### src/rtl/muldiv_seq_pkg.sv
// Shared definitions for the iterative RV32M multiply/divide sequencer:
// M-op funct3 encodings, the 2-bit FSM state encoding and operand-sign helpers.
package muldiv_seq_pkg;

    localparam logic [2:0] MD_MUL    = 3'b000;
    localparam logic [2:0] MD_MULH   = 3'b001;
    localparam logic [2:0] MD_MULHSU = 3'b010;
    localparam logic [2:0] MD_MULHU  = 3'b011;
    localparam logic [2:0] MD_DIV    = 3'b100;
    localparam logic [2:0] MD_DIVU   = 3'b101;
    localparam logic [2:0] MD_REM    = 3'b110;
    localparam logic [2:0] MD_REMU   = 3'b111;

    typedef enum logic [1:0] {
        ST_IDLE = 2'd0,
        ST_BUSY = 2'd1,
        ST_DONE = 2'd2
    } state_e;

    // rs1 is treated as signed for MUL, MULH, MULHSU, DIV and REM.
    function automatic logic is_signed_a(input logic [2:0] funct3);
        return funct3[2] ? ~funct3[0] : (funct3 != MD_MULHU);
    endfunction

    // rs2 is treated as signed for MUL, MULH, DIV and REM.
    function automatic logic is_signed_b(input logic [2:0] funct3);
        return funct3[2] ? ~funct3[0] : ~funct3[1];
    endfunction

endpackage

### src/rtl/muldiv_dp.sv
// Datapath of the multiply/divide sequencer: operand magnitude registers,
// shared hi/lo accumulator, one radix-2 shift-add or restoring-divide step
// per cycle, and sign fixup into the registered result.
module muldiv_dp
    import muldiv_seq_pkg::*;
#(
    parameter int XLEN = 32
) (
    input  logic            clk,
    input  logic            rst_n,
    input  logic            load_i,
    input  logic [2:0]      funct3_i,
    input  logic [XLEN-1:0] src_a_i,
    input  logic [XLEN-1:0] src_b_i,
    input  logic            step_i,
    input  logic            capture_i,
    input  logic            force_i,
    input  logic [XLEN-1:0] force_val_i,
    output logic [XLEN-1:0] result_o
);

    logic [2:0]      op_q,     op_d;
    logic            neg_q,    neg_d;
    logic [XLEN-1:0] b_q,      b_d;
    logic [XLEN-1:0] hi_q,     hi_d;
    logic [XLEN-1:0] lo_q,     lo_d;
    logic [XLEN-1:0] result_q, result_d;

    logic            sign_a, sign_b;
    logic [XLEN-1:0] mag_a, mag_b;
    logic [XLEN:0]   mul_sum, div_shift, div_diff;
    logic            div_ok;
    logic [XLEN-1:0] step_hi, step_lo;
    logic [2*XLEN-1:0] prod_fix;
    logic [XLEN-1:0] quo_fix, rem_fix;

    // Operand conditioning, one iteration step and final result selection.
    // NOTE: every always_comb output gets a default first so no latch is inferred.
    always_comb begin
        sign_a = is_signed_a(funct3_i) & src_a_i[XLEN-1];
        sign_b = is_signed_b(funct3_i) & src_b_i[XLEN-1];
        mag_a  = sign_a ? -src_a_i : src_a_i;
        mag_b  = sign_b ? -src_b_i : src_b_i;

        // Multiply: lo holds the multiplier, hi the running upper product.
        mul_sum = {1'b0, hi_q} + (lo_q[0] ? {1'b0, b_q} : '0);

        // Divide: hi holds the partial remainder, lo the dividend/quotient.
        div_shift = {hi_q, lo_q[XLEN-1]};
        div_diff  = div_shift - {1'b0, b_q};
        div_ok    = ~div_diff[XLEN];

        if (op_q[2]) begin
            step_hi = div_ok ? div_diff[XLEN-1:0] : div_shift[XLEN-1:0];
            step_lo = {lo_q[XLEN-2:0], div_ok};
        end else begin
            step_hi = mul_sum[XLEN:1];
            step_lo = {mul_sum[0], lo_q[XLEN-1:1]};
        end

        prod_fix = neg_q ? -{step_hi, step_lo} : {step_hi, step_lo};
        quo_fix  = neg_q ? -step_lo : step_lo;
        rem_fix  = neg_q ? -step_hi : step_hi;

        op_d     = op_q;
        neg_d    = neg_q;
        b_d      = b_q;
        hi_d     = hi_q;
        lo_d     = lo_q;
        result_d = result_q;

        if (load_i) begin
            op_d  = funct3_i;
            // Remainder takes the dividend sign; products and quotients the xor.
            neg_d = (funct3_i[2] & funct3_i[1]) ? sign_a : (sign_a ^ sign_b);
            b_d   = mag_b;
            hi_d  = '0;
            lo_d  = mag_a;
        end else if (step_i) begin
            hi_d = step_hi;
            lo_d = step_lo;
        end

        if (force_i) begin
            result_d = force_val_i;
        end else if (capture_i) begin
            unique case (op_q)
                MD_MUL:                        result_d = prod_fix[XLEN-1:0];
                MD_MULH, MD_MULHSU, MD_MULHU:  result_d = prod_fix[2*XLEN-1:XLEN];
                MD_DIV, MD_DIVU:               result_d = quo_fix;
                default:                       result_d = rem_fix;
            endcase
        end
    end

    // Datapath registers, all cleared by reset.
    // NOTE: sequential state uses non-blocking assignments only.
    always_ff @(posedge clk or negedge rst_n) begin
        if (!rst_n) begin
            op_q     <= MD_MUL;
            neg_q    <= 1'b0;
            b_q      <= '0;
            hi_q     <= '0;
            lo_q     <= '0;
            result_q <= '0;
        end else begin
            op_q     <= op_d;
            neg_q    <= neg_d;
            b_q      <= b_d;
            hi_q     <= hi_d;
            lo_q     <= lo_d;
            result_q <= result_d;
        end
    end

    assign result_o = result_q;

endmodule

### src/rtl/muldiv_seq.sv
// Iterative RV32M multiply/divide sequencer: FSM, iteration counter,
// pipeline handshake and divide special-case detection around muldiv_dp.
// Optional macro MULDIV_FAST_PATH_EN: divide-by-zero, signed divide
// overflow and multiply by zero complete one cycle after accept.
module muldiv_seq
    import muldiv_seq_pkg::*;
#(
    parameter int XLEN = 32
) (
    input  logic            clk,
    input  logic            rst_n,
    input  logic            valid_i,
    input  logic            flush_i,
    input  logic [2:0]      funct3_i,
    input  logic [XLEN-1:0] src_a_i,
    input  logic [XLEN-1:0] src_b_i,
    output logic [XLEN-1:0] result_o,
    output logic            done_o,
    output logic            stall_o,
    output logic            busy_o
);

    localparam int CW = $clog2(XLEN) + 1;
    localparam logic [XLEN-1:0] MIN_VAL = {1'b1, {(XLEN-1){1'b0}}};

    state_e          state_q,    state_d;
    logic [CW-1:0]   cnt_q,      cnt_d;
    logic            done_q,     done_d;
    logic            spec_q,     spec_d;
    logic [XLEN-1:0] spec_val_q, spec_val_d;

    logic            div_zero, div_ovf, spec_hit;
    logic [XLEN-1:0] spec_val;
    logic            load, step, capture, force_res;
    logic [XLEN-1:0] force_val;
`ifdef MULDIV_FAST_PATH_EN
    logic            mul_zero;
`endif

    // Special-case detection on the incoming op and result values fixed at capture.
    always_comb begin
        div_zero = funct3_i[2] & (src_b_i == '0);
        div_ovf  = funct3_i[2] & ~funct3_i[0] & (src_a_i == MIN_VAL) & (&src_b_i);
        spec_hit = div_zero | div_ovf;
        spec_val = '0;
        if (div_zero) begin
            spec_val = funct3_i[1] ? src_a_i : '1;
        end else if (div_ovf) begin
            spec_val = funct3_i[1] ? '0 : MIN_VAL;
        end
`ifdef MULDIV_FAST_PATH_EN
        mul_zero = ~funct3_i[2] & ((src_a_i == '0) | (src_b_i == '0));
`endif
    end

    // Next-state, counter and datapath control; flush wins in every state.
    always_comb begin
        state_d    = state_q;
        cnt_d      = cnt_q;
        done_d     = 1'b0;
        spec_d     = spec_q;
        spec_val_d = spec_val_q;
        load       = 1'b0;
        step       = 1'b0;
        capture    = 1'b0;
        force_res  = 1'b0;
        force_val  = spec_val_q;

        if (flush_i) begin
            state_d = ST_IDLE;
            cnt_d   = '0;
        end else begin
            unique case (state_q)
                ST_IDLE: begin
                    if (valid_i) begin
                        load       = 1'b1;
                        spec_d     = spec_hit;
                        spec_val_d = spec_val;
`ifdef MULDIV_FAST_PATH_EN
                        if (spec_hit | mul_zero) begin
                            force_res = 1'b1;
                            force_val = spec_val;
                            state_d   = ST_DONE;
                            done_d    = 1'b1;
                        end else begin
                            state_d = ST_BUSY;
                            cnt_d   = CW'(XLEN);
                        end
`else
                        state_d = ST_BUSY;
                        cnt_d   = CW'(XLEN);
`endif
                    end
                end
                ST_BUSY: begin
                    step  = 1'b1;
                    cnt_d = cnt_q - CW'(1);
                    if (cnt_q == CW'(1)) begin
                        state_d   = ST_DONE;
                        done_d    = 1'b1;
                        force_res = spec_q;
                        capture   = ~spec_q;
                    end
                end
                default: begin
                    state_d = ST_IDLE;
                end
            endcase
        end
    end

    // FSM, counter and registered done strobe.
    always_ff @(posedge clk or negedge rst_n) begin
        if (!rst_n) begin
            state_q    <= ST_IDLE;
            cnt_q      <= '0;
            done_q     <= 1'b0;
            spec_q     <= 1'b0;
            spec_val_q <= '0;
        end else begin
            state_q    <= state_d;
            cnt_q      <= cnt_d;
            done_q     <= done_d;
            spec_q     <= spec_d;
            spec_val_q <= spec_val_d;
        end
    end

    muldiv_dp #(.XLEN(XLEN)) u_dp (
        .clk         (clk),
        .rst_n       (rst_n),
        .load_i      (load),
        .funct3_i    (funct3_i),
        .src_a_i     (src_a_i),
        .src_b_i     (src_b_i),
        .step_i      (step),
        .capture_i   (capture),
        .force_i     (force_res),
        .force_val_i (force_val),
        .result_o    (result_o)
    );

    assign done_o  = done_q & ~flush_i;
    assign busy_o  = (state_q != ST_IDLE);
    assign stall_o = valid_i & (state_q != ST_DONE) & ~flush_i;

endmodule

### config.mk
export PLATFORM = sky130hd
export DESIGN_NAME = muldiv_seq
export DESIGN_NICKNAME = d
export VERILOG_FILES = /design/src/rtl/muldiv_seq_pkg.sv /design/src/rtl/muldiv_dp.sv /design/src/rtl/muldiv_seq.sv
export SDC_FILE = /design/constraint.sdc
export NUM_CORES = 1
export LEC_CHECK = 0
export CAP_MARGIN = 30
export CORE_UTILIZATION = 55
export DETAILED_ROUTE_END_ITERATION = 8
export GPL_TIMING_DRIVEN = 0
export PLACE_DENSITY = 0.75
export SYNTH_ARGS = -nofsm -noshare
export SYNTH_HDL_FRONTEND = slang
export SYNTH_HIERARCHICAL = 1
export SYNTH_SLANG_ARGS = --single-unit
### constraint.sdc
create_clock -name clk -period 11.55 [get_ports clk]
set_clock_uncertainty 0.15 [all_clocks]
set_input_delay 2.31 -clock clk [delete_from_list [all_inputs] [get_ports clk]]
set_output_delay 2.31 -clock clk [all_outputs]
set_load 0.05 [all_outputs]
==> results of run 1 <==
-- cell families (layout without fill, tap and decap cells) --
family / count (synthesis) / after routing / share of synthesized area, %
flip-flops: 174 / 174 / 24.9
adder cells (fa/ha/maj): 72 / 72 / 5.24
buffers and inverters: 214 / 354 / 5.40
AND/OR/NAND/NOR: 820 / 820 / 23.5
AO/OA/AOI/OAI: 724 / 724 / 27.9
XOR/XNOR: 173 / 173 / 8.67
multiplexers: 75 / 75 / 4.35
-- metal layers --
metal,track usage [%],routed length (microns),vias up
met4,19.3,3360,2
met5,0,16,-
met2,63.7,29400,1277
li1,-,-,8480
met1,58.7,28900,9120
met3,12.5,8860,233
-- path summary, 6_finish.rpt --
path / end / cells past startpoint
max: u_dp/result_o[2]$_DFFE_PN0P_ / 19
min: u_dp/result_o[0]$_DFFE_PN0P_ / 2
max reg2reg: u_dp/result_o[2]$_DFFE_PN0P_ / 19
min reg2reg: u_dp/result_o[0]$_DFFE_PN0P_ / 2
max in group asynchronous: u_dp/b_q[6]$_DFFE_PN0P_ / 2
min in group asynchronous: cnt_q[1]$_DFFE_PN0P_ / 1
-- worst max-delay path: cells and delay by family (launching register included) --
| family | cells | cell delay, ps |
|---|---|---|
| and+or+nand+nor | 6 | 2240 |
| buffers and inverters | 4 | 2110 |
| AOI/OAI and AO/OA | 7 | 1290 |
| DFF | 1 | 350 |
| adders and majority gates | 1 | 250 |
| xor gates and xnor gates | 1 | 190 |
-- area by class of cell --
type,count,share of cell area (%)
multi-input cells,1864,61.8
flip-flops and latches,174,22.1
repair buffers,108,5.55
plain buffers,134,3.27
well taps,396,2.52
clock buffers,19,2.30
inverters,80,1.52
clock inverters,13,0.896
-- state kept, by name, indices dropped and copies added, names as in the netlist --
signal	flops
u_dp/result_o	32
spec_q	1
u_dp/b_q	32
u_dp/neg_q	1
done_q	1
cnt_q	6
u_dp/hi_q	32
force_val	32
u_dp/lo_q	32
u_dp/op_q	3
state_q	2
-- power groups by stage --
stage	clock network (mW)	registers, mW	logic, mW
floorplan	0	1.06	2.47
detailed placement	0	0.999	3.66
CTS	0.637	0.990	3.68
global placement	0	0.996	3.60
global route	0.660	1.01	4.06
finish	0.635	1.01	3.82
-- cell usage in the layout, fill, tap and decap left out, types with 14 or more instances in the layout --
cell type and count:
nor2_1 217, or4_1 15, a31oi_1 28, nand4_1 33
inv_1 79, ha_1 70, and2_1 46, dfrtp_1 174
nand3_1 43, buf_2 21, xor2_1 72, a21oi_1 192
or3_1 18, nand2_1 229, o211ai_1 24, clkbuf_16 17
a21o_1 28, clkbuf_1 85, nor4_1 22, a211oi_1 29
o21ai_1 21, nand2b_1 17, a221oi_1 14, o21ai_0 176
xnor2_1 101, o22ai_1 18, o31ai_1 22, nor2b_1 42
clkdlybuf4s50_1 104, nor3_1 53, mux2i_1 67
==> out/results.tsv, run 1 <==
stage	metric	value	unit
run_status	outcome	finished clean	
grt	global route overflow	0	
timing	final worst path period need	6760	ps
logic_synthesis	Syn Nets	2395	
die	core area	30900	sq um
logic_synthesis	most frequent cells after synthesis	nand2_1, nor2_1, a21oi_1	
timing	final setup slack of the worst path	4790	ps
timing	final hold vios	0	
grt	number of global-route vias before repair	17800	
timing	Setup TNS	0	ps
logic_synthesis	Synth Area per Inst	7.76	sq um
die	Initial Utilization	56.6	%
setup_path	highest cell delay on the worst timing path	780	ps
setup_path	Req. time, crit path	11710	ps
logic_synthesis	Synth async-reset ratio	100	%
clock_tree	CTS max path bufs	2	
detailed_routing	drt via density	6.86	
die	# IOs	106	
timing	unrepaired setup endpoints after global routing	no	
clock_tree	Reg clk slew, reported paths	80	ps
logic_synthesis	most common cell in the netlist	nand2_1	
final_layout	layout cells sized above 1	6.56	%
placement	pre-CTS setup slack	5120	ps
power	sw frac	55.4	%
setup_path	Setup crit start kind	register	
setup_path	CP max FO	10	
placement	GP Congestion	1.03	
detailed_routing	routed vias	19100	
clock_tree	Clock Sink Count	174	
power	Gate power share	69.9	%
setup_path	Worst Setup End Kind	register	
clock_tree	# H-tree levels	4	
logic_synthesis	Mapped Cells	2252	
final_layout	Final Cell Area	19700	sq um
timing	crit share post-route	58.5	%
grt	initial antenna violation count	3	
power	pwr dens	277	nW/um^2
setup_path	most frequent CP cell	a21oi_1	
setup_path	Worst Setup SP	u_dp/op_q[2]$_DFFE_PN0P_	
final_layout	antenna fix cells	0	
logic_synthesis	top flip-flop cell by instance count after synthesis	dfrtp_1	
detailed_routing	drt drc	0	
final_layout	Area growth syn-to-layout	12.7	%
logic_synthesis	mapped cell area	17500	sq um
timing	Max Slew Vio Count	0	
logic_synthesis	distinct cell type count after synthesis	110	
logic_synthesis	synth top area cells	dfrtp_1, a21oi_1, xnor2_1	
placement	placed cell count	2756	
placement	estimated wirelength of the detail-placed design	56400	microns
power	Leakage Power	7.92	nW
grt	Total GRT Usage	43.3	%
detailed_routing	DR pass1 iterations	6	
detailed_routing	aggregate routed wire length	70600	microns
setup_path	worst path cell trace	buf_2, buf_2, buf_1, clkbuf_1, nor2b_1, a21oi_4, ha_1, o211ai_1, or4_1, nand3b_1, or2_2, nor3_1, a21oi_1, xnor2_1, o22ai_1, a21oi_1, nor2_1, a21oi_1, o21ai_0	
detailed_routing	initial drt markers	2337	
clock_tree	CTS tree	done	
worst_hold_path	Hold Path Class	reg -> reg	
timing	Max Freq	148	MHz
setup_path	Critical-path top delay cell	clkbuf_1	
detailed_routing	DR WL/cell	25.3	microns
clock_tree	clk_lat worst skew	470	ps
final_layout	FF/Latch Area	4350	sq um
final_layout	fillcell total	2769	
logic_synthesis	share of the synthesized area in the top cell type	24.9	%
die	Die Height	180	microns
setup_path	CP Class	reg -> reg	
logic_synthesis	leading area contributor after synthesis	dfrtp_1	
die	die area	32500	sq um
clock_tree	Num CTS Buffers	17	
flow_run	Max-Cap Viols	0	
logic_synthesis	EDFF count, synth	0	
die	row count	64	
final_layout	Layout Utilization	63.7	%
clock_tree	root buffer selected by CTS	clkbuf_16	
clock_tree	cts repair resizes	0	
setup_path	crit path DAT	6920	ps
final_layout	Layout Cells excl Fill	2788	
die	Die Width	180	microns
timing	Final setup viols	0	
placement	Port Buf Inserts	105	
clock_tree	CTS Hold Buffers Added	0	
power	switching pwr	3.03	mW
final_layout	NumNets Final	2522	
power	Seq pwr share	18.4	%
power	final total power	5.46	mW
power	power share of the clock group	11.6	%
logic_synthesis	sequential area share after synthesis	24.9	%
logic_synthesis	#FFs+latches synth	174	
clock_tree	setup bufs post-CTS	0	
setup_path	worst r2r src	u_dp/op_q[2]$_DFFE_PN0P_	
worst_hold_path	Hold Startpoint	force_val[0]$_DFFE_PN0P_	
detailed_routing	Antenna Violating Nets Remaining	0	
timing	Slew @ Worst Pin	950	ps
final_layout	multi-input logic area	12200	sq um
power	Max IR drop VDD	0.153	mV
power	internal power	2.43	mW
timing	Max-slew headroom	36.2	%
placement	DP Area	19100	sq um
grt	largest net degree at the start of global routing	96	
grt	global-route wire length before repair	107000	microns
timing	WHS	324	ps
setup_path	FF-to-FF setup slack	4790	ps
logic_synthesis	yosys warns	6	
Note: power is estimated with default switching activity, not from simulation.
==> inputs of run 2 (changes only) <==
==> constraint.sdc (replaced) <==
create_clock -name clk -period 6.42 [get_ports clk]
set_clock_uncertainty 0.15 [all_clocks]
set_input_delay 1.284 -clock clk [delete_from_list [all_inputs] [get_ports clk]]
set_output_delay 1.284 -clock clk [all_outputs]
set_load 0.05 [all_outputs]
==> run 2 against run 1 <==
Effect of this change: total power is 81% higher; clock power up 80%; critical endpoint is now u_dp/result_o[28]$_DFFE_PN0P_; routed wire length grew 0.24%.
==> out/results.tsv, run 2 (synthesis results as in run 1) <==
stage	metric	value	unit
run_status	outcome	finished clean	
final_layout	antenna fix cells	0	
die	Initial Utilization	56.6	%
die	row count	64	
die	die area	32500	sq um
placement	estimated wirelength of the detail-placed design	56400	microns
grt	number of global-route vias before repair	17800	
final_layout	NumNets Final	2525	
clock_tree	# H-tree levels	4	
timing	final worst path period need	6350	ps
timing	Max-slew headroom	33.8	%
grt	largest net degree at the start of global routing	96	
power	Seq pwr share	18.3	%
clock_tree	Num CTS Buffers	17	
placement	GP Congestion	1.03	
setup_path	Worst Setup End Kind	register	
die	Die Width	180	microns
detailed_routing	drt via density	6.86	
worst_hold_path	Hold Path Class	reg -> reg	
die	Die Height	180	microns
setup_path	worst path cell trace	buf_2, buf_2, buf_1, clkbuf_1, nor2b_1, a21oi_4, ha_1, o211ai_1, or4_1, nand3b_1, or2_2, nand2b_1, clkbuf_1, or4_1, o21ai_1, mux2i_1, o21ai_1	
setup_path	Critical-path top delay cell	clkbuf_1	
timing	Max Slew Vio Count	0	
setup_path	Top delay family on crit path	buffers and inverters	
power	Leakage Power	7.94	nW
power	Gate power share	70.1	%
final_layout	Area growth syn-to-layout	13.0	%
detailed_routing	DR WL/cell	25.3	microns
grt	initial antenna violation count	3	
clock_tree	Reg clk slew, reported paths	70	ps
timing	crit share post-route	99.0	%
detailed_routing	Antenna Violating Nets Remaining	0	
timing	Final setup viols	0	
timing	Setup TNS	0	ps
grt	global route overflow	0	
timing	WHS	325	ps
clock_tree	root buffer selected by CTS	clkbuf_16	
clock_tree	CTS max path bufs	2	
power	internal power	4.39	mW
detailed_routing	initial drt markers	2349	
setup_path	Req. time, crit path	6600	ps
grt	global-route wire length before repair	107000	microns
setup_path	CP max FO	10	
flow_run	Max-Cap Viols	0	
die	core area	30900	sq um
final_layout	commonest cells after routing, fill and taps aside	nand2_1, nor2_1, a21oi_1, o21ai_0, dfrtp_1	
final_layout	layout cells sized above 1	6.85	%
detailed_routing	routed vias	19200	
timing	final hold vios	0	
setup_path	crit path DAT	6540	ps
setup_path	CP Class	reg -> reg	
detailed_routing	DR pass1 iterations	8	
clock_tree	CTS tree	done	
setup_path	worst path bufs/invs	5	
die	# IOs	106	
clock_tree	clk_lat worst skew	460	ps
power	Max IR drop VDD	0.274	mV
detailed_routing	drt drc	0	
clock_tree	Clock Sink Count	174	
final_layout	fillcell total	2763	
power	power share of the clock group	11.5	%
placement	pre-CTS setup slack	-14.4	ps
power	pwr dens	499	nW/um^2
timing	Slew @ Worst Pin	987	ps
grt	Total GRT Usage	43.3	%
power	switching pwr	5.47	mW
power	sw frac	55.5	%
timing	final setup slack of the worst path	66.5	ps
detailed_routing	aggregate routed wire length	70700	microns
final_layout	commonest non-fill, non-tap cell in the layout	nand2_1	
timing	Max Freq	157	MHz
placement	Port Buf Inserts	105	
setup_path	highest cell delay on the worst timing path	770	ps
setup_path	Setup crit start kind	register	
[run 2: cell types whose count changed in the layout (fill, tap and decap cells not counted), sizes merged]
cell,previous run,this run
buf,53,56
[run 2: cell type report]
type / count / area [sq um] / share of cell area [%]
plain buffers: 134 / 644 / 3.26
clock buffers: 19 / 453 / 2.29
clock inverters: 13 / 176 / 0.893
inverters: 80 / 300 / 1.52
multi-input cells: 1864 / 12200 / 61.8
flip-flops and latches: 174 / 4350 / 22.0
well taps: 396 / 495 / 2.51
repair buffers: 111 / 1110 / 5.64
[run 2: metrics by stage]
| stage | total power, mW | cells | cell area, sq um | utilization (%) |
|---|---|---|---|---|
| 6_report | 9.87 | 2791 | 19800 | 63.9 |
| 4_1_cts | 9.55 | 2788 | 19700 | 63.7 |
| 3_5_place_dp | 8.38 | 2756 | 19100 | 61.7 |
| 3_3_place_gp | 8.27 | 2753 | 19000 | 61.6 |
| 5_1_grt | 10.4 | 2791 | 19800 | 63.9 |
| 2_1_floorplan | 6.34 | 2252 | 17500 | - |
[run 2: worst paths after layout]
path | startpoint | to | slack [ps] | depth (start not counted)
max in group asynchronous | rst_n | u_dp/b_q[6]$_DFFE_PN0P_ | 4580 | 2
hold / removal | force_val[0]$_DFFE_PN0P_ | u_dp/result_o[0]$_DFFE_PN0P_ | 330 | 2
hold reg to reg | force_val[0]$_DFFE_PN0P_ | u_dp/result_o[0]$_DFFE_PN0P_ | 330 | 2
setup reg to reg | u_dp/op_q[2]$_DFFE_PN0P_ | u_dp/result_o[28]$_DFFE_PN0P_ | 70 | 17
setup / recovery | u_dp/op_q[2]$_DFFE_PN0P_ | u_dp/result_o[28]$_DFFE_PN0P_ | 70 | 17
min in group asynchronous | rst_n | cnt_q[1]$_DFFE_PN0P_ | 620 | 1
[run 2: metal layers]
layer  GRT usage (%)  share of wire [%]  wire length [microns]
met5               0              0.024                     17
met1            58.6                 41                  28800
met2            63.6                 42                  29500
met4            19.9                4.9                   3450
met3            12.4                 13                   8980
[run 2: worst register-to-register path: stages (launching register included)]
cell and delay, ps:
dfrtp_1 350, buf_2 270, buf_2 350, buf_1 700
clkbuf_1 780, nor2b_1 200, a21oi_4 230, ha_1 210
o211ai_1 130, or4_1 670, nand3b_1 280, or2_2 390
nand2b_1 150, clkbuf_1 300, or4_1 590, o21ai_1 180
mux2i_1 210, o21ai_1 100
[run 2: power groups by stage]
stage          clock (mW)  sequential, mW  combinational (mW)
3_3_place_gp            0            1.79                6.48
2_1_floorplan           0            1.90                4.45
6_report             1.14            1.81                6.92
3_5_place_dp            0            1.80                6.58
5_1_grt              1.19            1.82                7.34
4_1_cts              1.15            1.78                6.62
[run 2: timing repair]
| action | 4_1_cts | 5_1_grt |
|---|---|---|
| gates resized for setup | 1 | 4 |
| pin swaps | 1 | 1 |
| setup buffers | 0 | 3 |
| hold buffers | 0 | 0 |
| endpoints found under the setup margin | 1 | 10 |
